`config.mk`:
```
export PLATFORM = sky130hd
export DESIGN_NAME = ball_speed_controller
export DESIGN_NICKNAME = d
export VERILOG_FILES = /design/src/rtl/pong_defs.sv /design/src/rtl/rise_edge_detect.sv /design/src/rtl/ball_speed_controller.sv
export SDC_FILE = /design/constraint.sdc
export NUM_CORES = 1
export LEC_CHECK = 0
export BUFFER_PORTS_ARGS = -buffer_cell sky130_fd_sc_hd__buf_2
export CORE_MARGIN = 3
export CORE_UTILIZATION = 40
export CTS_CLUSTER_SIZE = 20
export DETAILED_ROUTE_END_ITERATION = 12
export GPL_TIMING_DRIVEN = 1
export SLEW_MARGIN = 20
export SYNTH_ARGS = -nofsm -noshare
export SYNTH_HDL_FRONTEND = slang
export SYNTH_SLANG_ARGS = --single-unit
```
`constraint.sdc`:
```
create_clock -name inClk -period 9.2 [get_ports inClk]
set_input_delay 1.84 -clock inClk [delete_from_list [all_inputs] [get_ports inClk]]
set_output_delay 1.84 -clock inClk [all_outputs]
set_load 0.005 [all_outputs]
```
`src/rtl/pong_defs.sv`:
```
// Shared pong definitions: game state encodings, default speed/timing constants
// and small arithmetic helpers used by the ball speed sequencer.
package pong_defs;

   typedef enum logic [2:0] {
      ST_IDLE   = 3'd0,
      ST_SERVE  = 3'd1,
      ST_PLAY   = 3'd2,
      ST_PAUSED = 3'd3,
      ST_POINT  = 3'd4
   } game_state_t;

   localparam logic [31:0] DEF_BASE_SPEED  = 32'd1_000_000;
   localparam logic [31:0] DEF_MIN_SPEED   = 32'd250_000;
   localparam logic [31:0] DEF_SPEED_STEP  = 32'd50_000;
   localparam logic [31:0] DEF_SERVE_DELAY = 32'd25_000_000;
   localparam logic [31:0] DEF_POINT_DELAY = 32'd50_000_000;

   // The cycle that enters a timed state counts as the first delay cycle, so the
   // counter terminates at delay-2; delays below 2 still dwell one cycle.
   function automatic logic [31:0] dwell_last(input logic [31:0] delay);
      return (delay < 32'd2) ? 32'd0 : delay - 32'd2;
   endfunction

   // Checks before subtracting so a small speed value can never wrap around.
   function automatic logic [31:0] speed_after_hit(input logic [31:0] cur,
                                                   input logic [31:0] step,
                                                   input logic [31:0] min_speed);
      if (cur < step)
         return min_speed;
      else if ((cur - step) < min_speed)
         return min_speed;
      else
         return cur - step;
   endfunction

endpackage

```
`src/rtl/rise_edge_detect.sv`:
```
// One-bit rising-edge detector: flags the cycle where the input goes from 0 to 1.
module rise_edge_detect (
   input  logic inClk,
   input  logic resetN,
   input  logic din,
   output logic rise
);

   logic prev_reg;

   always_ff @(posedge inClk or negedge resetN) begin
      if (!resetN)
         prev_reg <= 1'b0;
      else
         prev_reg <= din;
   end

   assign rise = din & ~prev_reg;

endmodule

```
`src/rtl/ball_speed_controller.sv`:
```
// Ball speed sequencer: serve delay, rally speed-up on paddle hits, pause and
// post-point freeze, driving the ball divider's compare value and enable.
module ball_speed_controller
   import pong_defs::*;
#(
   parameter logic [31:0] BASE_SPEED  = DEF_BASE_SPEED,
   parameter logic [31:0] MIN_SPEED   = DEF_MIN_SPEED,
   parameter logic [31:0] SPEED_STEP  = DEF_SPEED_STEP,
   parameter logic [31:0] SERVE_DELAY = DEF_SERVE_DELAY,
   parameter logic [31:0] POINT_DELAY = DEF_POINT_DELAY
) (
   input  logic        inClk,
   input  logic        resetN,
   input  logic        serveBtn,
   input  logic        pauseBtn,
   input  logic        paddleHit,
   input  logic        scored,
   output logic [31:0] speed,
   output logic        motion,
   output logic [7:0]  hitCount,
   output logic [2:0]  gameState
);

   localparam logic [31:0] SERVE_LAST = dwell_last(SERVE_DELAY);
   localparam logic [31:0] POINT_LAST = dwell_last(POINT_DELAY);

   game_state_t state_reg;
   logic [31:0] speed_reg;
   logic [31:0] count_reg;
   logic [7:0]  hit_reg;
   logic        motion_reg;
   logic        serve_rise;
   logic        pause_rise;

   rise_edge_detect u_serve_edge (
      .inClk  (inClk),
      .resetN (resetN),
      .din    (serveBtn),
      .rise   (serve_rise)
   );

   rise_edge_detect u_pause_edge (
      .inClk  (inClk),
      .resetN (resetN),
      .din    (pauseBtn),
      .rise   (pause_rise)
   );

   always_ff @(posedge inClk or negedge resetN) begin
      if (!resetN) begin
         state_reg  <= ST_IDLE;
         speed_reg  <= BASE_SPEED;
         count_reg  <= 32'd0;
         hit_reg    <= 8'd0;
         motion_reg <= 1'b0;
      end else begin
         case (state_reg)
            ST_IDLE: begin
               motion_reg <= 1'b0;
               if (serve_rise) begin
                  state_reg <= ST_SERVE;
                  speed_reg <= BASE_SPEED;
                  hit_reg   <= 8'd0;
                  count_reg <= 32'd0;
               end
            end
            ST_SERVE: begin
               if (count_reg >= SERVE_LAST) begin
                  state_reg  <= ST_PLAY;
                  motion_reg <= 1'b1;
                  count_reg  <= 32'd0;
               end else begin
                  count_reg <= count_reg + 32'd1;
               end
            end
            ST_PLAY: begin
               if (scored) begin
                  // A hit landing in the same cycle as the score is dropped.
                  state_reg  <= ST_POINT;
                  motion_reg <= 1'b0;
                  count_reg  <= 32'd0;
               end else begin
                  if (pause_rise) begin
                     state_reg  <= ST_PAUSED;
                     motion_reg <= 1'b0;
                  end
                  if (paddleHit) begin
                     speed_reg <= speed_after_hit(speed_reg, SPEED_STEP, MIN_SPEED);
                     if (hit_reg != 8'hFF)
                        hit_reg <= hit_reg + 8'd1;
                  end
               end
            end
            ST_PAUSED: begin
               if (pause_rise) begin
                  state_reg  <= ST_PLAY;
                  motion_reg <= 1'b1;
               end
            end
            ST_POINT: begin
               if (count_reg >= POINT_LAST) begin
                  state_reg <= ST_IDLE;
                  speed_reg <= BASE_SPEED;
                  hit_reg   <= 8'd0;
                  count_reg <= 32'd0;
               end else begin
                  count_reg <= count_reg + 32'd1;
               end
            end
            default: begin
               state_reg  <= ST_IDLE;
               motion_reg <= 1'b0;
            end
         endcase
      end
   end

   assign speed     = speed_reg;
   assign motion    = motion_reg;
   assign hitCount  = hit_reg;
   assign gameState = state_reg;

endmodule

```
Word level (Yosys, flattened, before mapping)
Index checks and enable logic that the tools add are counted.
W data, S select, Z words.
{ "totals": {"register_bits": 78, "input_bits": 6, "out_inout_bits": 44, "word_cells": 71} }
{ "classes": {"add_sub_neg": 3, "magnitude_cmp": 4, "eq_ne": 14, "mux": 30, "bitwise_logic": 5, "reduce_logical": 8} }
{ "ops": {"columns": ["cell", "n"], "rows": [
  ["$mux W32", 10],
  ["$pmux W32 S4", 1],
  ["$pmux W32 S3", 1],
  ["$mux W8", 5],
  ["$add A32 B1 Y32 const B", 1],
  ["$ge A32 B25 Y1 const B", 1],
  ["$ge A32 B26 Y1 const B", 1],
  ["$lt A32 B16 Y1 const B", 1],
  ["$lt A32 B18 Y1 const B", 1],
  ["$sub A32 B16 Y32 const B", 1],
  ["$pmux W8 S3", 1],
  ["$mux W3", 6],
  ["$ne A2 B2 Y1 const B", 8],
  ["$pmux W3 S5", 1],
  ["$reduce_and A5 Y1", 2],
  ["$add A8 B1 Y8 const B", 1],
  ["$ne A8 B8 Y1 const B", 1],
  ["$eq A3 B2 Y1 const B", 2],
  ["$reduce_and A6 Y1", 1],
  ["$mux W1", 4],
  ["$pmux W1 S4", 1],
  ["$reduce_and A4 Y1", 1],
  ["$reduce_bool A4 Y1", 1],
  ["$eq A3 B1 Y1 const B", 1],
  ["other kinds (7)", 10]
]} }

Depth between registers and ports, before layout
Gate-level depths: netlist (run 1).
{ "logic_depth": {"depth_word": 7, "depth_mapped": 13, "depth_no_buf": 10} }

Modules after synthesis
Synthesis (run 1) repeated with hierarchy kept, for this count alone.
{ "unflattened": {"hier_cells": 532, "area_unflattened_um2": 4623.2} }
{ "modules_own_cells": {"columns": ["module", "n_inst", "cells_per_inst", "area_each_um2", "seq_area_each_um2"], "rows": [
  ["ball_speed_controller", 1, 528, 4545.6, 1810.5],
  ["rise_edge_detect", 2, 2, 38.8, 25.0]
]} }

Least setup slack after synthesis (run 1)
Ideal clock, no wire load.
{ "synth_timing": {"kind": "in2reg", "start": "input port serveBtn", "end": "register speed_reg[30] (netlist: speed[30])", "setup_time_ps": 87, "arrival_ps": 3438, "required_time_ps": 9113, "path_slack_ps": 5676, "stages": 8, "path_buffers": 1, "path_cell_list": "nor2b_1 -> o21ai_0 -> a21oi_1 -> nand3_1 -> nor2_1 -> clkbuf_1 -> o311ai_0 -> o211ai_1"} }
{ "synth_between": {"elab_chain_cells": 3} }
{ "synth_lines": {"columns": ["element", "line_no", "text"], "rows": [
  ["from (decl)", "ball_speed_controller.sv:14", "input logic serveBtn,"],
  ["$and A1 B1 Y1", "rise_edge_detect.sv:18", "assign rise = din & ~prev_reg;"],
  ["$ne A2 B2 Y1 (no source line)", null, null],
  ["$reduce_and A5 Y1 (no source line)", null, null],
  ["to (signal assigned)", "ball_speed_controller.sv:88", "speed_reg <= speed_after_hit(speed_reg, SPEED_STEP, MIN_SPEED);"],
  ["to (decl)", "ball_speed_controller.sv:28", "logic [31:0] speed_reg;"]
]} }
No other way between the ends.
A chain may end at the register's enable or synchronous reset.

Worst setup path after layout (run 1)
{ "layout_timing": {"start": "input port serveBtn", "end": "register hit_reg[3] (netlist: hitCount[3])"} }
{ "layout_between": {"elab_chain_cells": 3} }
{ "layout_lines": {"columns": ["element", "line_no", "text"], "rows": [
  ["$and A1 B1 Y1", "rise_edge_detect.sv:18", null],
  ["$ne A2 B2 Y1 (no source line)", null, null],
  ["$reduce_and A6 Y1 (no source line)", null, null],
  ["to (signal assigned)", "ball_speed_controller.sv:90", "hit_reg <= hit_reg + 8'd1;"],
  ["to (decl)", "ball_speed_controller.sv:30", "logic [7:0] hit_reg;"]
]} }
No other way between the ends.

==> flow_summary.ini, run 1 <==
[sta]
finalSetupViolCount = 0
setup_tns_ns = 0
slew_headroom_pct = 36.0
fmax_mhz = 264
fin_skew_ns = 0.00422
finalHoldViolCount = 0
fin_crit_sh_pct = 41.1
fin_crit_ns = 3.78
slew_violations = 0
rsz0062_at_grt = no
worst_slew_pin_slew_ns = 0.957

[worst_setup_path]
slowest_stage = and3_1
critPathTopFamily = compound AO/OA/AOI/OAI gates
cp.required_ns = 9.40
crit_top_cell = o21ai_0
path_cells = buf_2 -> nor2b_1 -> o21ai_0 -> a21oi_1 -> and3_1 -> o21ai_0 -> o211ai_1 -> o41ai_1
path_max_fanout = 24
crit_path_end_kind = flop
crit_buf_inv = 1
cpPeakStageDelay_ns = 0.82
arrival_ns = 3.99
cp-start-kind = input port
crit_type = in -> reg

[placement]
hpwlAfterDp_um = 7850
dp_cells = 688
io_buffer_count = 45
gp_congestion = 0.865

[yosys]
synth_common_cells = dfrtp_1 (67), nand2_1 (52), a21oi_1 (49), nor2_1 (49), o21ai_0 (31)
ys_seq_area_share_pct = 41.4
synth_area_leaders = dfrtp_1 (37%), a21oi_1 (5.5%), nand2_1 (4.3%)
ys_types = 64
ys.flop_type = dfrtp_1
netlist_area_mm2 = 0.00450
synth_seq_cells = 74
synth_edf_count = 0
synth_warnings = 0
avgSynthCellArea_um2 = 8.44
synth_cells = 533
synth_top_area_share_pct = 37.3
synth_top_area_cell = dfrtp_1
async_flop_share_pct = 100
synth_most_common_cell = dfrtp_1

[clock_tree]
cts_tree = done
insertion_delay_ns = 0.33
htreeDepth = 3
clockBufferDepth = 2
ctsResizeCount = 0
cts_buffers = 9
hold_buffers = 0
clockRootBuffer = clkbuf_16
cts_sinks = 74
cts_setup_buffers = 0
clkTransAtPathRegs_ns = 0.06

[global_routing]
overflow = 0
track_usage_pct = 18.9
grt_pass1_wl_um = 19600
antenna_found_initial = 0
grt_start_max_net_pins = 75
first_global_vias = 3889

[power_and_ir_drop]
p_leak_nw = 2.21
ir_drop_uv = 182
pwr_density_cell_mw_per_mm2 = 277
p_sw_mw = 0.605
swShare_pct = 43.1
clockPowerShare_pct = 24.2
pwr-share-comb_pct = 40.2
intPower_mw = 0.799
pwr-share-seq_pct = 35.5

[floorplan]
die_h_um = 112
core_mm2 = 0.0109
rows = 38
die_area_mm2 = 0.0126
io_pins = 50
fp.dieW_um = 112
start_util_pct = 41.1

[finish]
fin_nets = 570
largest_reg_flops = 32
area_growth_pct = 12.5
fill_cells = 1085
antenna_cells = 0
drive_above_1_share_pct = 16.7
final_cells = 704

[routing]
drc_errors = 0
num_vias = 4196
drtPass1Iterations = 5
antenna_left = 0
dr.first_iter.drc_count = 342
wl_per_cell_um = 16.7
vias_per_cell = 5.96
drt-total-wl_um = 11800

[min_path]
hold_class = reg -> reg

[run]
maxCapViolations = 0

[outcome]
status = complete, no violations
-- cell families after synthesis --
| logic type | count (synthesis) | synth area share [%] |
|---|---|---|
| flip-flops | 74 | 41.4 |
| adder cells (fa/ha/maj) | 5 | 1.39 |
| other | 1 | 0.0834 |
| buffers and inverters | 47 | 4.81 |
| AO/OA/AOI/OAI | 173 | 24.9 |
| AND/OR/NAND/NOR | 228 | 26.5 |
| XOR/XNOR | 5 | 0.974 |
-- layer usage --
metal | share of wire, % | GRT usage (%)
met1 | 48 | 26.4
met2 | 46 | 30.0
met3 | 5.3 | 4.64
met4 | 0.75 | 4.33
met5 | 0 | 0
-- area by class of cell --
type                            count  area [µm²]  area share [%]
Tap cell                          140         175            3.46
Clock buffer                       12         267            5.27
Multi-Input combinational cell    415        2440            48.3
Sequential cell                    74        1860            36.8
Inverter                           12        45.0           0.890
Timing Repair Buffer               47         243            4.80
Clock inverter                      4        25.0           0.495
-- stage by stage --
stage	util, %	hold WS [ns]	cell area [µm²]	power, mW	setup slack, ns
after CTS	46.2	0.493	5050	1.42	5.44
after global routing	46.3	0.519	5060	1.52	5.14
after floorplan	-	0.454	4510	0.897	5.68
after global placement	43.6	0.470	4760	1.05	5.17
after detailed placement	43.6	0.475	4760	1.07	5.09
final	46.3	0.488	5060	1.40	5.42
-- cell usage in the layout, fill, tap and decap left out, drive strengths merged, types with 3 or more instances in the layout --
cell type  count
a21o           4
a21oi         49
a22o           4
a31oi         29
a32o           3
a41o           3
and2          15
and3          11
and4           4
buf           47
clkbuf        12
conb           4
dfrtp         67
dfstp          7
ha             5
inv           12
nand2         53
nand2b         4
nand3         14
nand4         12
nor2          49
nor2b          5
nor3          15
nor4          15
o211a          3
o211ai         5
o21a           3
o21ai         37
o31ai          8
o41ai          3
or2           13
or3            5
or4            8
xor2           3
-- path summary, 6_finish.rpt --
check,start,slack (ns),cells after the start,endpoint
min in group asynchronous,resetN,1.64,1,speed[10]
max,serveBtn,5.42,8,hitCount[3]
max reg2reg,speed[4],5.48,10,speed[14]
min,count_reg[28],0.49,1,count_reg[28]
min reg2reg,count_reg[28],0.49,1,count_reg[28]
max in group asynchronous,resetN,6.93,1,count_reg[28]
-- power groups by stage --
stage	clock [mW]	sequential (mW)	combinational [mW]
floorplan	0	0.451	0.446
global placement	0	0.499	0.554
detailed placement	0	0.501	0.565
CTS	0.352	0.496	0.568
global route	0.366	0.513	0.640
finish	0.340	0.499	0.565
-- worst register-to-register path, delay by kind of cell, from the launching register on --
family | cells | cell delay [ns]
DFF | 1 | 0.45
AOI/OAI and AO/OA | 5 | 1.72
adders and majority gates | 1 | 0.28
buffers and inverters | 1 | 0.11
and+or+nand+nor | 3 | 1.10
Note: power is estimated with default switching activity, not from simulation.
==> run 2: changes to the inputs <==
Clock period 9.2 ns to 3.5 ns, I/O delays scaled along.
==> run 2 against run 1 <==
Net effect: first-iteration DRC count shrank 15%; combinational power grew to 3.0 times the previous value; routed wire length up 5.5%; register-to-register slack lost 5.3 ns; die area did not move; via count up 3.0%; utilization rose by 1.5 points; clock skew grew 0.0025 ns; clock power rose to 2.7 times the previous value; critical endpoint is now speed[14]; largest power group unchanged; highest routed layer unchanged.
==> flow_summary.ini, run 2 (synthesized netlist as in run 1, its figures left out) <==
[power_and_ir_drop]
clockPowerShare_pct = 23.6
pwr-share-seq_pct = 33.1
p_leak_nw = 2.31
intPower_mw = 2.22
pwr-share-comb_pct = 43.4
pwr_density_cell_mw_per_mm2 = 741
swShare_pct = 42.6
p_sw_mw = 1.65
ir_drop_uv = 494

[clock_tree]
cts_buffers = 9
clockRootBuffer = clkbuf_16
htreeDepth = 3
clockBufferDepth = 2
hold_buffers = 0
cts_setup_buffers = 0
clkTransAtPathRegs_ns = 0.06
insertion_delay_ns = 0.34
cts_tree = done
cts_sinks = 74

[floorplan]
rows = 38
io_pins = 50
fp.dieW_um = 112
core_mm2 = 0.0109
die_h_um = 112
die_area_mm2 = 0.0126
start_util_pct = 41.1

[placement]
io_buffer_count = 45
hpwlAfterDp_um = 8400
gp_congestion = 0.922

[sta]
fin_crit_sh_pct = 95.9
setup_tns_ns = 0
finalSetupViolCount = 0
fin_skew_ns = 0.00668
fin_crit_ns = 3.35
finalHoldViolCount = 0
rsz0062_at_grt = no
fmax_mhz = 298
slew_violations = 0
worst_slew_pin_slew_ns = 0.941
slew_headroom_pct = 37.3

[global_routing]
antenna_found_initial = 0
grt_pass1_wl_um = 20800
first_global_vias = 4040
overflow = 0
grt_start_max_net_pins = 75
track_usage_pct = 20.0

[worst_setup_path]
path_cells = inv_1 -> ha_1 -> nor2b_1 -> nor2_1 -> or4b_2 -> a2111oi_0 -> nor4_1 -> or4_4 -> a311oi_2 -> a21o_1
cp.required_ns = 3.78
crit_path_end_kind = flop
arrival_ns = 3.64
path_max_fanout = 13
crit_buf_inv = 1
crit_type = reg -> reg
cpPeakStageDelay_ns = 0.68
slowest_stage = or4_4
cp-start-kind = flop
critPathTopFamily = simple AND/OR/NAND/NOR gates

[min_path]
hold_class = in -> reg

[finish]
area_growth_pct = 16.1
drive_above_1_share_pct = 19.3
fin_nets = 592
post-route-util_pct = 47.8
antenna_cells = 0
largest_reg_flops = 32
final_common_cell = dfrtp_1
layout_common_cells = dfrtp_1 (67), nand2_1 (52), nor2_1 (49), a21oi_1 (49), buf_2 (44)

[routing]
antenna_left = 0
dr.first_iter.drc_count = 292
wl_per_cell_um = 17.1
drc_errors = 0
num_vias = 4322
drt-total-wl_um = 12400
drtPass1Iterations = 5
vias_per_cell = 5.95

[run]
maxCapViolations = 0

[outcome]
status = complete, no violations
[run 2: path summary, 6_finish.rpt]
kind	slack, ns	depth (start not counted)	endpoint	from
setup reg to reg	0.15	10	speed[14]	speed[5]
max in group asynchronous	2.39	1	count_reg[24]	resetN
setup / recovery	0.15	10	speed[14]	speed[5]
min in group asynchronous	0.49	1	speed[8]	resetN
hold reg to reg	0.48	1	count_reg[29]	count_reg[29]
hold / removal	0.48	1	u_serve_edge.prev_reg	serveBtn
[run 2: what timing repair did]
item | in CTS | in global routing
hold endpoints to repair | 0 | 0
resized for setup | 0 | 1
setup endpoints to repair | 0 | 1
[run 2: routing by layer]
layer	wire, µm	up-vias	track usage [%]	share of wire (%)
met5	0	-	0	0
met1	5590	2091	28.1	45
li1	-	2082	-	-
met2	5880	133	31.5	47
met4	174	0	6.01	1.4
met3	771	16	4.20	6.2
[run 2: per-stage QoR]
step	hold slack [ns]	area (µm²)	setup WS [ns]	power, mW	instances
after detailed placement	0.473	4920	0.135	2.96	709
after CTS	0.467	5210	0.0998	3.89	725
after global placement	0.470	4920	0.180	2.93	709
final	0.476	5220	0.145	3.87	726
after floorplan	0.404	4510	0.205	2.36	536
after global routing	0.469	5220	0.00350	4.17	726
[run 2: cell type report]
cell class	instances	area [µm²]
clock inverter	5	57.6
timing repair buffer	68	400
sequential	74	1860
clock buffer	11	233
tap	140	175
multi-input combinational	416	2450
inverter	12	45.0
fill	1066	5710
[run 2: power by group through the flow]
stage | logic, mW | registers, mW | clock network [mW]
global placement | 1.65 | 1.28 | 0
global route | 1.88 | 1.32 | 0.970
finish | 1.68 | 1.28 | 0.912
detailed placement | 1.67 | 1.29 | 0
CTS | 1.68 | 1.27 | 0.940
floorplan | 1.17 | 1.19 | 0
